**src/rtl/color_bounce_update.sv**
```systemverilog
// color_bounce_update: per-frame ball motion, platform scroll, collision and BCD score update.
// Define COLOR_BOUNCE_LIVES_EN to enable the three-life respawn counter.
module color_bounce_update #(
    parameter int BALL_X = 20,
    parameter int PLAT_W = 16,
    parameter int JUMP_H = 40,
    parameter int SCROLL = 1
) (
    input  logic        clk,
    input  logic        reset,
    input  logic        tick,
    input  logic [7:0]  curr_ball_in,
    input  logic [2:0]  color_ball_in,
    input  logic [11:0] color_plats_in,
    input  logic [27:0] position_plats_in,
    input  logic [11:0] score_in,
    input  logic [2:0]  color_sel,
    input  logic        color_load,
    output logic [7:0]  prev_ball_out,
    output logic [7:0]  curr_ball_out,
    output logic [2:0]  color_ball_out,
    output logic [11:0] color_plats_out,
    output logic [27:0] position_plats_out,
    output logic [11:0] score_out,
    output logic        out_valid,
    output logic        game_over,
    output logic [1:0]  lives_out
);
    typedef enum logic [2:0] {
        IDLE = 3'd0, MOVE = 3'd1, RESOLVE = 3'd2, DONE = 3'd3,
        SCAN0 = 3'd4, SCAN1 = 3'd5, SCAN2 = 3'd6, SCAN3 = 3'd7
    } state_t;
    state_t state;
    logic [7:0] lfsr, h, h_prev, n_h;
    logic [3:0][6:0] xs;
    logic [3:0][2:0] cs;
    logic [2:0] bc, hit_c, pend_c, wrap_c;
    logic [11:0] sc, sc_inc, n_sc;
    logic [6:0] dx;
    logic falling, at_floor, hit_v, pend_v, hit_now, match, miss, n_fall, n_over;
    // Scan states carry the platform index in their low two bits.
    assign dx = 7'(BALL_X) - xs[state[1:0]];
    assign hit_now = dx < 7'(PLAT_W);
    assign wrap_c = lfsr[2:0] == 3'd0 ? 3'b111 : lfsr[2:0];
    assign match = at_floor && hit_v && hit_c == bc;
    assign miss = at_floor && !match;
    assign sc_inc = sc == 12'h999 ? sc :
                    sc[3:0] != 4'h9 ? {sc[11:4], sc[3:0] + 4'd1} :
                    sc[7:4] != 4'h9 ? {sc[11:8], sc[7:4] + 4'd1, 4'h0} :
                    {sc[11:8] + 4'd1, 8'h00};
    assign n_sc = match ? sc_inc : sc;
`ifdef COLOR_BOUNCE_LIVES_EN
    logic [1:0] lives;
    assign lives_out = lives;
    assign n_h = miss ? 8'(JUMP_H) : h;
    assign n_fall = miss | (falling & ~match);
    assign n_over = game_over | (miss && lives == 2'd1);
    always_ff @(posedge clk) begin
        if (!reset) lives <= 2'd3;
        else if (state == RESOLVE && miss) lives <= lives - 2'd1;
    end
`else
    assign lives_out = 2'd0;
    assign n_h = h;
    assign n_fall = falling & ~match;
    assign n_over = game_over | miss;
`endif
    always_ff @(posedge clk) begin
        if (!reset) begin
            state <= IDLE;
            lfsr <= 8'h01;
            out_valid <= 1'b0;
            game_over <= 1'b0;
            falling <= 1'b0;
            pend_v <= 1'b0;
            pend_c <= 3'd0;
            prev_ball_out <= 8'd0;
            curr_ball_out <= 8'd0;
            score_out <= 12'h000;
            color_ball_out <= 3'b111;
            color_plats_out <= 12'b001110111101;
            position_plats_out <= 28'b0100011011110010101011101110;
            h <= 8'd0;
            h_prev <= 8'd0;
            xs <= '0;
            cs <= '0;
            bc <= 3'd0;
            sc <= 12'h000;
            at_floor <= 1'b0;
            hit_v <= 1'b0;
            hit_c <= 3'd0;
        end else begin
            lfsr <= {lfsr[6:0], lfsr[7] ^ lfsr[5] ^ lfsr[4] ^ lfsr[3]};
            out_valid <= 1'b0;
            if (color_load && color_sel != 3'd0) begin
                pend_v <= 1'b1;
                pend_c <= color_sel;
            end else if (state == RESOLVE) pend_v <= 1'b0;
            case (state)
                IDLE: if (tick && !game_over) begin
                    h <= curr_ball_in;
                    bc <= color_ball_in;
                    cs <= color_plats_in;
                    xs <= position_plats_in;
                    sc <= score_in;
                    hit_v <= 1'b0;
                    state <= MOVE;
                end
                MOVE: begin
                    h_prev <= h;
                    if (!falling) begin
                        h <= h + 8'd1;
                        if (h + 8'd1 >= 8'(JUMP_H)) falling <= 1'b1;
                    end else if (h != 8'd0) h <= h - 8'd1;
                    at_floor <= falling && h == 8'd0;
                    for (int i = 0; i < 4; i++) begin
                        xs[i] <= xs[i] - 7'(SCROLL);
                        if (xs[i] < 7'(SCROLL)) cs[i] <= wrap_c;
                    end
                    state <= SCAN0;
                end
                RESOLVE: begin
                    falling <= n_fall;
                    game_over <= n_over;
                    prev_ball_out <= h_prev;
                    curr_ball_out <= n_h;
                    color_ball_out <= pend_v ? pend_c : bc;
                    color_plats_out <= cs;
                    position_plats_out <= xs;
                    score_out <= n_sc;
                    out_valid <= 1'b1;
                    state <= DONE;
                end
                DONE: state <= IDLE;
                default: begin
                    if (at_floor && !hit_v && hit_now) begin
                        hit_v <= 1'b1;
                        hit_c <= cs[state[1:0]];
                    end
                    state <= state == SCAN3 ? RESOLVE : state_t'(state + 3'd1);
                end
            endcase
        end
    end
endmodule

```
**config.mk**
```make
export PLATFORM = sky130hd
export DESIGN_NAME = color_bounce_update
export DESIGN_NICKNAME = d
export VERILOG_FILES = /design/src/rtl/color_bounce_update.sv
export SDC_FILE = /design/constraint.sdc
export NUM_CORES = 1
export LEC_CHECK = 0
export ABC_CLOCK_PERIOD_IN_PS = 1550
export CORE_MARGIN = 2
export CORE_UTILIZATION = 47
export DETAILED_ROUTE_END_ITERATION = 6
export GPL_ROUTABILITY_DRIVEN = 1
export PLACE_DENSITY = 0.81
export SLEW_MARGIN = 20
export SYNTH_ARGS = -nofsm -noshare
export SYNTH_HDL_FRONTEND = slang
export SYNTH_SLANG_ARGS = --single-unit
```
**constraint.sdc**
```tcl
create_clock -name clk -period 1.55 [get_ports clk]
set_input_delay 0.31 -clock clk [delete_from_list [all_inputs] [get_ports clk]]
set_output_delay 0.31 -clock clk [all_outputs]
set_load 0.03 [all_outputs]
```
==> results.json <==
{
  "portBuffers": 142,
  "synth.area.top_cells": "dfxtp_1 (45%), nand2_1 (10%), a21oi_1 (7.3%)",
  "root_buffer": "clkbuf_16",
  "grt_pass1_vias": 7532,
  "min_from": "reset",
  "failed_checks": "setup timing",
  "start_util": 0.482,
  "synth.distinct_cells": 65,
  "max_stage_delay_ps": 470,
  "timing.rr.start": "state[0]$_SDFFE_PN0N_",
  "ant_nets": 0,
  "final_cell_mix": "nand2_1 (163), dfxtp_1 (151), buf_4 (119), clkdlybuf4s50_1 (67)",
  "grt_usage": 0.301,
  "clock_latency_ps": 450,
  "vdd_drop_max_mv": 0.755,
  "first_pass_iters": 6,
  "criticalPathCategory": "flip-flop to flip-flop",
  "pre_cts_slack_ps": -503,
  "drc_errors": 0,
  "final_util": 0.816,
  "syn_area_per_cell_sq_um": 8.20,
  "num_vias": 9192,
  "ys_ff_latch": 165,
  "cts_buffers": 17,
  "finalNetCount": 1265,
  "die_area_sq_um": 16700,
  "cts_tree": "done",
  "die_w_um": 129,
  "maxSlewViolCount": 0,
  "rows": 45,
  "timing.final.crit_share": 1.30,
  "hp-class": "input port to flip-flop",
  "relSlewSlack": 0.581,
  "coreArea_sq_um": 15300,
  "async_reset_ff_frac": 0,
  "ys_warn_count": 0,
  "fin_crit_ps": 2010,
  "drive_gt1_frac": 0.380,
  "crit_chain": "buf_4, buf_12, nor2_4, nand3b_1, buf_6, buf_8, o21ai_0, a311oi_1",
  "ys.flop_type": "dfxtp_1",
  "fin_ws_ps": -464,
  "io_pins": 145,
  "antenna_cells": 0,
  "cp.arrival_ps": 2320,
  "postCtsHoldBufs": 0,
  "setup_viol": 142,
  "end_kind": "flip-flop",
  "synth_area_sq_um": 7360,
  "grt_pass1_wl_mm": 38.9,
  "clkTransAtPathRegs_ps": 70,
  "startpoint": "state[0]$_SDFFE_PN0N_",
  "viasPerCell": 6.52,
  "grt_max_degree": 56,
  "area_delta_synth_final_pct": 69.2,
  "h-tree-depth": 4,
  "synth_top_cell_by_area": "dfxtp_1",
  "place_congestion": 0.965,
  "leakagePower_uw": 0.00511,
  "worst_slew_pin_slew_ps": 623,
  "timing.fmax_ghz": 0.497,
  "final.setup_skew_ps": 15.3,
  "hpwl_mm": 15.9,
  "numClockSinks": 165,
  "drt-total-wl_mm": 34.7,
  "required_ps": 1850,
  "drv_cap": 0,
  "clk_path_buf_depth": 2,
  "design_power_total_uw": 13100,
  "synth_edf_count": 0,
  "grt_overflow_total": 0,
  "synth-seq-area-share": 0.449,
  "routedWlPerCell_um": 24.6,
  "drt_iter0_markers": 1089,
  "crit_fanout": 7,
  "final_hold_viol_count": 0,
  "die_h_um": 129,
  "fin_tns_setup_ps": -23360,
  "cpMaxStageDelayCell": "o21ai_0",
  "start_kind": "flip-flop",
  "antenna_found_initial": 0,
  "netlist_instances": 897,
  "n_fill_cell": 731,
  "synth.top_cell.area_share": 0.449,
  "power_per_cell_area_nw_per_um2": 1050,
  "status": "finished with violations",
  "layout_commonest_cell": "nand2_1",
  "rsz0062_at_grt": "yes"
}
[cell usage after synthesis, types with 4 or more instances]
cell,n
a31oi_1,5
buf_4,4
a221oi_1,10
nor3_1,16
xnor2_1,5
xor2_1,11
clkbuf_1,41
ha_1,9
a211oi_1,21
inv_1,22
a22oi_1,6
nor2_1,65
a32oi_1,5
a21oi_1,108
buf_1,5
dfxtp_1,165
nand4_1,5
buf_2,17
and2_1,11
a311oi_1,4
o21a_1,4
mux4_2,6
nand3_1,37
nor2b_1,4
nand2_1,201
o211ai_1,15
o311ai_0,7
o31ai_1,7
o21ai_0,17
mux2i_1,10
[cell type report]
| type | instances | area, sq um | share of cell area |
|---|---|---|---|
| inverters | 22 | 87.6 | 0.00704 |
| repair buffers | 338 | 3380 | 0.272 |
| clock inverters | 13 | 171 | 0.0138 |
| well taps | 211 | 264 | 0.0212 |
| flip-flops and latches | 165 | 3320 | 0.267 |
| multi-input cells | 642 | 4780 | 0.384 |
| clock buffers | 19 | 443 | 0.0356 |
[cells by family (layout without fill, tap and decap cells)]
logic type,after synthesis,after routing,share of synthesized area
compound gates,228,228,0.198
other cells,1,2,0.000510
xor+xnor,16,16,0.0191
fa+ha+maj,9,9,0.0153
flops,165,165,0.449
mux,18,18,0.0350
buf+inv,92,392,0.0553
simple gates,368,369,0.228
[registers in the layout (all words and copies together), names as in the netlist, 8 cells and up, named ones only]
| register | flops |
|---|---|
| sc | 12 |
| score_out | 12 |
| color_plats_out | 12 |
| prev_ball_out | 8 |
| curr_ball_out | 8 |
| h_prev | 8 |
| lfsr | 8 |
| xs | 28 |
| position_plats_out | 28 |
| cs | 12 |
| h | 8 |
[worst max-delay path, delay by kind of cell, from the launching register on]
| family | cells | cell delay (ps) |
|---|---|---|
| AND/OR/NAND/NOR | 2 | 250 |
| buffers and inverters | 4 | 620 |
| AO/OA/AOI/OAI | 2 | 630 |
| flip-flops | 1 | 370 |
[stage by stage]
stage                     cell area [sq um]  std cells  hold slack (ps)
final                                 12400       1410              343
after detailed placement               9940       1321              423
after global routing                  12400       1410              336
after global placement                 9940       1321              417
after CTS                             11000       1369              325
after floorplan                        7440        898              412
[metal layers]
metal / global-route usage / wire [um] / vias to the layer above
met5: 0 / 36 / -
met4: 0.166 / 2950 / 2
met2: 0.509 / 15900 / 853
li1: - / - / 3722
met3: 0.0656 / 3780 / 286
met1: 0.356 / 12000 / 4329
[where the power goes]
group          switching, uW  internal [uW]  total [uW]
clock                   1960           2600        4570
combinational           2040           1660        3700
sequential               288           4510        4800
[what timing repair did]
| action | in CTS | in global routing |
|---|---|---|
| resized for setup | 161 | 255 |
| cloned | 0 | 11 |
| buffers inserted | 16 | 34 |
| pin swaps | 51 | 68 |
| endpoints found under the setup margin | 161 | 148 |
[final timing paths]
check,cells past startpoint,end,slack (ps)
setup / recovery,8,xs[5]$_SDFFE_PN0P_,-460
hold / removal,3,color_plats_out[3]$_SDFFE_PN1P_,340
setup reg to reg,8,xs[5]$_SDFFE_PN0P_,-460
hold reg to reg,1,lfsr[7]$_SDFF_PN0_,450
(Power assumes the default switching activity.)
